**src/rtl/servo_angle_uart_tx_if.sv**
```systemverilog
// Request/status bundle for the servo angle UART transmitter.
// Handshake: a request is taken on a rising edge where Valid_i=1, Enable_i=1 and Ready_o=1;
// Valid_i with Enable_i=1 while Ready_o=0 is refused and flagged by a one-cycle Drop_o pulse.
interface servo_angle_uart_tx_if #(
    parameter int ANGLE_W = 8
);
    logic               Enable_i;
    logic               Valid_i;
    logic [ANGLE_W-1:0] Angle_i;
    logic               Ready_o;
    logic               Busy_o;
    logic               Drop_o;
    logic               Tx_o;
    logic [2:0]         Dbg_state_o;

    modport master (
        output Enable_i, Valid_i, Angle_i,
        input  Ready_o, Busy_o, Drop_o, Tx_o, Dbg_state_o
    );

    modport slave (
        input  Enable_i, Valid_i, Angle_i,
        output Ready_o, Busy_o, Drop_o, Tx_o, Dbg_state_o
    );
endinterface

```
**src/rtl/servo_angle_uart_tx.sv**
```systemverilog
// Converts an unsigned angle to 1..3 ASCII decimal digits (optionally followed by CR LF)
// and shifts them out as back-to-back UART frames.
module servo_angle_uart_tx #(
    parameter int CLK_DIV    = 5208,
    parameter int ANGLE_W    = 8,
    parameter int PARITY_EN  = 0,
    parameter int PARITY_ODD = 0,
    parameter int STOP_BITS  = 1,
    parameter int SEND_CRLF  = 1
) (
    input  logic                 Clk_i,
    input  logic                 Reset_i,
    servo_angle_uart_tx_if.slave bus
);
    typedef enum logic [2:0] {
        S_IDLE, S_CONV, S_START, S_DATA, S_PARITY, S_STOP, S_NEXT
    } state_t;

    localparam logic [15:0] BAUD_LAST = 16'(CLK_DIV - 1);
    localparam logic [15:0] BAUD_PRE  = 16'(CLK_DIV - 2);
    localparam logic [2:0]  STOP_LAST = 3'(STOP_BITS - 1);
    localparam logic [2:0]  CRLF_N    = (SEND_CRLF != 0) ? 3'd2 : 3'd0;
    localparam logic        PODD      = (PARITY_ODD != 0);

    state_t      r_state;
    logic [15:0] r_baud;
    logic [2:0]  r_bit;
    logic [2:0]  r_cidx;
    logic [9:0]  r_value;
    logic [3:0]  r_hund;
    logic [3:0]  r_tens;
    logic        r_conv_tens;
    logic        r_tx;
    logic        r_drop;

    state_t      w_state_next;
    logic [15:0] w_baud_next;
    logic [2:0]  w_bit_next;
    logic [2:0]  w_cidx_next;
    logic        w_tx_next;
    logic        w_accept;
    logic        w_baud_end;
    logic        w_conv_done;
    logic [9:0]  w_angle_ext;
    logic [9:0]  w_sat;
    logic [2:0]  w_ndig;
    logic [2:0]  w_total;
    logic [2:0]  w_first;
    logic [2:0]  w_didx;
    logic [3:0]  w_digit;
    logic [7:0]  w_char;

    assign w_accept    = bus.Valid_i & bus.Enable_i & (r_state == S_IDLE);
    assign w_baud_end  = (r_baud == BAUD_LAST);
    assign w_conv_done = r_conv_tens & (r_value < 10'd10);
    assign w_angle_ext = 10'(bus.Angle_i);
    assign w_sat       = (w_angle_ext > 10'd999) ? 10'd999 : w_angle_ext;

    // After conversion r_value holds the ones digit; hundreds/tens stay put for the whole message.
    assign w_ndig  = (r_hund != 4'd0) ? 3'd3 : (r_tens != 4'd0) ? 3'd2 : 3'd1;
    assign w_total = w_ndig + CRLF_N;

    always_comb begin
        w_first = 3'd3 - w_ndig;
        w_didx  = w_first + r_cidx;
        w_digit = r_value[3:0];
        case (w_didx)
            3'd0:    w_digit = r_hund;
            3'd1:    w_digit = r_tens;
            default: w_digit = r_value[3:0];
        endcase
        if (r_cidx < w_ndig)       w_char = {4'h3, w_digit};
        else if (r_cidx == w_ndig) w_char = 8'h0D;
        else                       w_char = 8'h0A;
    end

    // The last cycle of the final stop bit is spent in NEXT so the following start bit is gapless.
    always_comb begin
        w_state_next = r_state;
        w_baud_next  = r_baud + 16'd1;
        w_bit_next   = r_bit;
        w_cidx_next  = r_cidx;
        case (r_state)
            S_IDLE: begin
                w_baud_next = '0;
                w_bit_next  = '0;
                w_cidx_next = '0;
                if (w_accept) w_state_next = S_CONV;
            end
            S_CONV: begin
                w_baud_next = '0;
                if (w_conv_done) w_state_next = S_START;
            end
            S_START: begin
                if (w_baud_end) begin
                    w_state_next = S_DATA;
                    w_baud_next  = '0;
                    w_bit_next   = '0;
                end
            end
            S_DATA: begin
                if (w_baud_end) begin
                    w_baud_next = '0;
                    if (r_bit == 3'd7) begin
                        w_bit_next   = '0;
                        w_state_next = (PARITY_EN != 0) ? S_PARITY : S_STOP;
                    end else begin
                        w_bit_next = r_bit + 3'd1;
                    end
                end
            end
            S_PARITY: begin
                if (w_baud_end) begin
                    w_state_next = S_STOP;
                    w_baud_next  = '0;
                    w_bit_next   = '0;
                end
            end
            S_STOP: begin
                if ((r_bit == STOP_LAST) && (r_baud == BAUD_PRE)) begin
                    w_state_next = S_NEXT;
                end else if (w_baud_end) begin
                    w_baud_next = '0;
                    w_bit_next  = r_bit + 3'd1;
                end
            end
            S_NEXT: begin
                w_baud_next = '0;
                w_bit_next  = '0;
                if ((r_cidx + 3'd1) < w_total) begin
                    w_state_next = S_START;
                    w_cidx_next  = r_cidx + 3'd1;
                end else begin
                    w_state_next = S_IDLE;
                end
            end
            default: w_state_next = S_IDLE;
        endcase

        case (w_state_next)
            S_START:  w_tx_next = 1'b0;
            S_DATA:   w_tx_next = w_char[w_bit_next];
            S_PARITY: w_tx_next = (^w_char) ^ PODD;
            default:  w_tx_next = 1'b1;
        endcase
    end

    always_ff @(posedge Clk_i) begin
        if (Reset_i) begin
            r_state     <= S_IDLE;
            r_baud      <= '0;
            r_bit       <= '0;
            r_cidx      <= '0;
            r_value     <= '0;
            r_hund      <= '0;
            r_tens      <= '0;
            r_conv_tens <= 1'b0;
            r_tx        <= 1'b1;
            r_drop      <= 1'b0;
        end else begin
            r_state <= w_state_next;
            r_baud  <= w_baud_next;
            r_bit   <= w_bit_next;
            r_cidx  <= w_cidx_next;
            r_tx    <= w_tx_next;
            r_drop  <= bus.Valid_i & bus.Enable_i & (r_state != S_IDLE);
            if (w_accept) begin
                r_value     <= w_sat;
                r_hund      <= '0;
                r_tens      <= '0;
                r_conv_tens <= 1'b0;
            end else if (r_state == S_CONV) begin
                // One subtraction per cycle: hundreds first, then tens.
                if (!r_conv_tens) begin
                    if (r_value >= 10'd100) begin
                        r_value <= r_value - 10'd100;
                        r_hund  <= r_hund + 4'd1;
                    end else begin
                        r_conv_tens <= 1'b1;
                    end
                end else if (r_value >= 10'd10) begin
                    r_value <= r_value - 10'd10;
                    r_tens  <= r_tens + 4'd1;
                end
            end
        end
    end

    assign bus.Ready_o     = (r_state == S_IDLE);
    assign bus.Busy_o      = (r_state != S_IDLE);
    assign bus.Drop_o      = r_drop;
    assign bus.Tx_o        = r_tx;
    assign bus.Dbg_state_o = r_state;
endmodule
```
**src/flat_wrapper.sv**
```systemverilog
// flat-port wrapper written by rule: the top's interface ports become plain ports
module servo_angle_uart_tx_flat 
#(
    parameter int CLK_DIV    = 5208,
    parameter int ANGLE_W    = 8,
    parameter int PARITY_EN  = 0,
    parameter int PARITY_ODD = 0,
    parameter int STOP_BITS  = 1,
    parameter int SEND_CRLF  = 1
)
  (Clk_i, Reset_i, bus_Enable_i, bus_Valid_i, bus_Angle_i, bus_Ready_o, bus_Busy_o, bus_Drop_o, bus_Tx_o, bus_Dbg_state_o);
  servo_angle_uart_tx_if #(.ANGLE_W(ANGLE_W)) bus_i ();
  input  logic Clk_i;
  input  logic Reset_i;
  input wire logic [$bits(bus_i.Enable_i)-1:0] bus_Enable_i;
  input wire logic [$bits(bus_i.Valid_i)-1:0] bus_Valid_i;
  input wire logic [$bits(bus_i.Angle_i)-1:0] bus_Angle_i;
  output wire logic [$bits(bus_i.Ready_o)-1:0] bus_Ready_o;
  output wire logic [$bits(bus_i.Busy_o)-1:0] bus_Busy_o;
  output wire logic [$bits(bus_i.Drop_o)-1:0] bus_Drop_o;
  output wire logic [$bits(bus_i.Tx_o)-1:0] bus_Tx_o;
  output wire logic [$bits(bus_i.Dbg_state_o)-1:0] bus_Dbg_state_o;
  assign bus_i.Enable_i = bus_Enable_i;
  assign bus_i.Valid_i = bus_Valid_i;
  assign bus_i.Angle_i = bus_Angle_i;
  assign bus_Ready_o = bus_i.Ready_o;
  assign bus_Busy_o = bus_i.Busy_o;
  assign bus_Drop_o = bus_i.Drop_o;
  assign bus_Tx_o = bus_i.Tx_o;
  assign bus_Dbg_state_o = bus_i.Dbg_state_o;
  servo_angle_uart_tx #(.CLK_DIV(CLK_DIV), .ANGLE_W(ANGLE_W), .PARITY_EN(PARITY_EN), .PARITY_ODD(PARITY_ODD), .STOP_BITS(STOP_BITS), .SEND_CRLF(SEND_CRLF)) u_core (.Clk_i(Clk_i), .Reset_i(Reset_i), .bus(bus_i));
endmodule
```
**config.mk**
```make
export PLATFORM = sky130hd
export DESIGN_NAME = servo_angle_uart_tx_flat
export DESIGN_NICKNAME = d
export VERILOG_FILES = /design/src/rtl/servo_angle_uart_tx_if.sv /design/src/rtl/servo_angle_uart_tx.sv /design/src/flat_wrapper.sv
export SDC_FILE = /design/constraint.sdc
export NUM_CORES = 1
export LEC_CHECK = 0
export CAP_MARGIN = 20
export CELL_PAD_IN_SITES_DETAIL_PLACEMENT = 0
export CELL_PAD_IN_SITES_GLOBAL_PLACEMENT = 1
export CORE_MARGIN = 1
export CORE_UTILIZATION = 45
export CTS_BUF_LIST = sky130_fd_sc_hd__clkbuf_4 sky130_fd_sc_hd__clkbuf_8
export DETAILED_ROUTE_END_ITERATION = 8
export MAX_ROUTING_LAYER = met4
export PLACE_DENSITY_LB_ADDON = 0.1
export SLEW_MARGIN = 20
export SYNTH_ARGS = -nofsm -noshare
export SYNTH_HDL_FRONTEND = slang
export SYNTH_SLANG_ARGS = --single-unit
export TNS_END_PERCENT = 1
```
**constraint.sdc**
```tcl
create_clock -name Clk_i -period 5.6 [get_ports Clk_i]
set_clock_uncertainty 0.15 [all_clocks]
set_input_delay 0.56 -clock Clk_i [delete_from_list [all_inputs] [get_ports Clk_i]]
set_output_delay 0.56 -clock Clk_i [all_outputs]
set_load 0.01 [all_outputs]
```
==> run summary <==
status: finished, final reports clean
Inst Count DP: 469
startpoint types: flop
gr usage total: 20.81%
cell leakage power: 1.193 nW
combinational share of power: 20.7%
Total Routed Length: 7.003 mm
Mapped Cells: 387
Layout Cells excl Fill: 477
first-pass GRT wire length: 11.69 mm
final period utilization: 62.58%
Slowest-stage cell, CP: or3_2
CP Data Required Time: 5650 ps
leading area contributor after synthesis: dfxtp_1
largest net degree at the start of global routing: 23
DR WL/cell: 14.68 microns
share of the synthesized area in the top cell type: 29.40%
layout cells sized above 1: 5.793%
sequential area share after synthesis: 29.40%
RD Place Congestion: 0.8291
IO Pins: 19
hold crit path type: flop to flop
fin nets: 430
Seq cells post-synth: 46
CTS root buf: clkbuf_8
number of max-cap violations: 0
drt pass-1 iters: 6
Die Span Y: 85.43 microns
setup_tns: 0 ps
RSZ-0062 raised after global routing: false
drt initial violations: 105
post-DP HPWL: 5.182 mm
Most Frequent Cell on Critical Path: ha_1
H-tree levels: 2
Reg clk slew, reported paths: 90 ps
critical path endpoint category: flop
internal power: 0.0004958 W
multiplexer share of the synthesized area: 3.196%
Post-Syn Area: 3132 sq um
Worst Path Arrival: 3560 ps
# Post-CTS Setup Buffers: 0
Inserted Clock Buffers: 5
XOR/XNOR Fraction of Synth Area: 8.630%
Inserted Diodes: 0
kind of critical path: flop to flop
clock power share: 29.1%
vias per cell: 5.558
initial core utilization: 46.35%
CP bufs+invs: 1
die width: 85.43 microns
Net Sw Power: 0.0002250 W
Mean Syn Cell Area: 8.092 sq um
top_reg_cell synth: dfxtp_1
Max-Slew Margin vs Limit: 43.36%
core area: 6756 sq um
# rows: 30
Final Hold Fails: 0
total clock sinks: 46
CTS tree: yes
Cell variety after synth: 65
Worst Tran Pin Value: 848.4 ps
most area-consuming cells after synthesis: dfxtp_1, ha_1, nor2_1, xnor2_1, a21oi_1
Max Clk Rate: 285.3 MHz
post-route antenna net violation count: 0
port buffer count: 18
via count: 2,651
PD cells: 210.2 nW/um^2
Yosys warnings: 0
post-synthesis simple-gate area fraction: 26.13%
asr flop ratio synth: 0%
Worst-Skew Late Latency: 300 ps
Setup violations, final: 0
number of global-route vias before repair: 2,401
DR DRC count: 0
main combinational cell family by area after synthesis: simple AND/OR/NAND/NOR gates
compound-gate portion of the synthesized area: 18.34%
Sw Share: 31.22%
PostCTS Resize Cnt: 0
Post-synth EDFFs: 0
top cells by instance count after synthesis: nor2_1, dfxtp_1, nand2_1, a21oi_1
Clock Tree Buf Depth: 2
CP Max Fanout: 6
GRT overflow: 0
VDD IR-drop max: 0.0001242 V
P&R area growth vs syn: 9.509%
initial antenna violation count: 0
adder-cell share of the synthesized area: 8.789%
shortest period the worst path allows: 3505 ps
CP top delay family: simple AND/OR/NAND/NOR gates
hold_buf cts: 0
Largest stage delay, worst path: 410 ps
Final Slew Violations: 0
syn nets: 421
count leader, synth: nor2_1
die footprint: 7297 sq um
sequential fraction of design power: 50.1%
critical path cell sequence: inv_1 > ha_1 > or3b_1 > nor2_1 > ha_1 > ha_1 > xor2_1 > or2_0 > o211ai_1 > xnor2_1 > or3_2 > a32o_1 > o311ai_1
==> cells by family (layout without fill, tap and decap cells) <==
logic type | after synthesis | count (layout)
xor+xnor | 30 | 30
simple gates | 154 | 154
mux | 10 | 10
compound gates | 84 | 84
flops | 46 | 46
buf+inv | 41 | 51
fa+ha+maj | 22 | 22
==> power by group through the flow <==
stage               clock network [W]  logic [W]  registers (W)
finish                       0.000210   0.000149       0.000361
global route                 0.000237   0.000171       0.000364
CTS                          0.000219   0.000151       0.000361
detailed placement                  0   0.000150       0.000369
global placement                    0   0.000149       0.000369
floorplan                           0   0.000120       0.000358
==> worst paths after layout <==
kind,startpoint,end,slack (ps),cells after the start
worst min-delay path,u_core.r_baud[0],u_core.r_baud[0],340,1
worst max register to register,u_core.r_tens[0],u_core.bus.Tx_o,2100,13
worst min register to register,u_core.r_baud[0],u_core.r_baud[0],340,1
worst max-delay path,u_core.r_tens[0],u_core.bus.Tx_o,2100,13
==> per-layer routing <==
metal | global-route usage, % | vias up | wire length, microns
met2 | 34.47 | 27 | 3451
li1 | - | 1384 | -
met5 | - | - | 0
met1 | 26.73 | 1238 | 3374
met4 | 3.788 | 0 | 25
met3 | 3.794 | 2 | 152
==> sequential cells by signal (all words and copies together) (netlist names) <==
signal and flops:
u_core.r_bit 3, u_core.bus.Drop_o 1, u_core.r_baud 16, u_core.bus.Dbg_state_o 3, u_core.r_tens 4, u_core.bus.Tx_o 1
u_core.r_hund 4, u_core.r_conv_tens 1, u_core.r_cidx 3, u_core.r_value 10
==> cells in the final DEF (no fill, tap or decap), types with 3 or more instances in the layout <==
cell type	netlist	final
nand3_1	15	15
a211oi_1	5	5
nor2_1	50	50
and3_1	3	3
or3b_1	3	3
o21ai_0	21	21
nand2b_1	6	6
nor3_1	14	14
nand4_1	5	5
ha_1	22	22
o211ai_1	3	3
xnor2_1	16	16
o21a_1	3	3
dfxtp_1	46	46
nor2b_1	4	4
xor2_1	13	13
clkbuf_8	0	5
a21oi_1	23	23
clkdlybuf4s50_1	0	18
inv_1	22	22
nand2_1	25	25
mux2i_1	10	10
nor4_1	3	3
or3_1	3	3
and2_1	8	8
==> cell type report <==
| cell class | count | area, sq um |
|---|---|---|
| clock buffer | 5 | 68.82 |
| fill | 691 | 3327 |
| sequential | 46 | 920.9 |
| timing repair buffer | 19 | 187.7 |
| clock inverter | 3 | 21.27 |
| multi-input combinational | 300 | 2038 |
| inverter | 24 | 92.59 |
| tap | 80 | 100.1 |
==> metrics by stage <==
stage	hold slack, ps	total power (W)	instance area [sq um]	util [%]	setup WS [ps]
after floorplan	290.9	0.0004773	3132	-	2356
after global placement	312.2	0.0005175	3339	49.43	2239
after detailed placement	321.3	0.0005184	3339	49.43	2146
after CTS	342.9	0.0007306	3430	50.76	2090
after global routing	366.7	0.0007720	3430	50.76	1831
final	337.2	0.0007208	3430	50.76	2095
(Power assumes the default switching activity.)
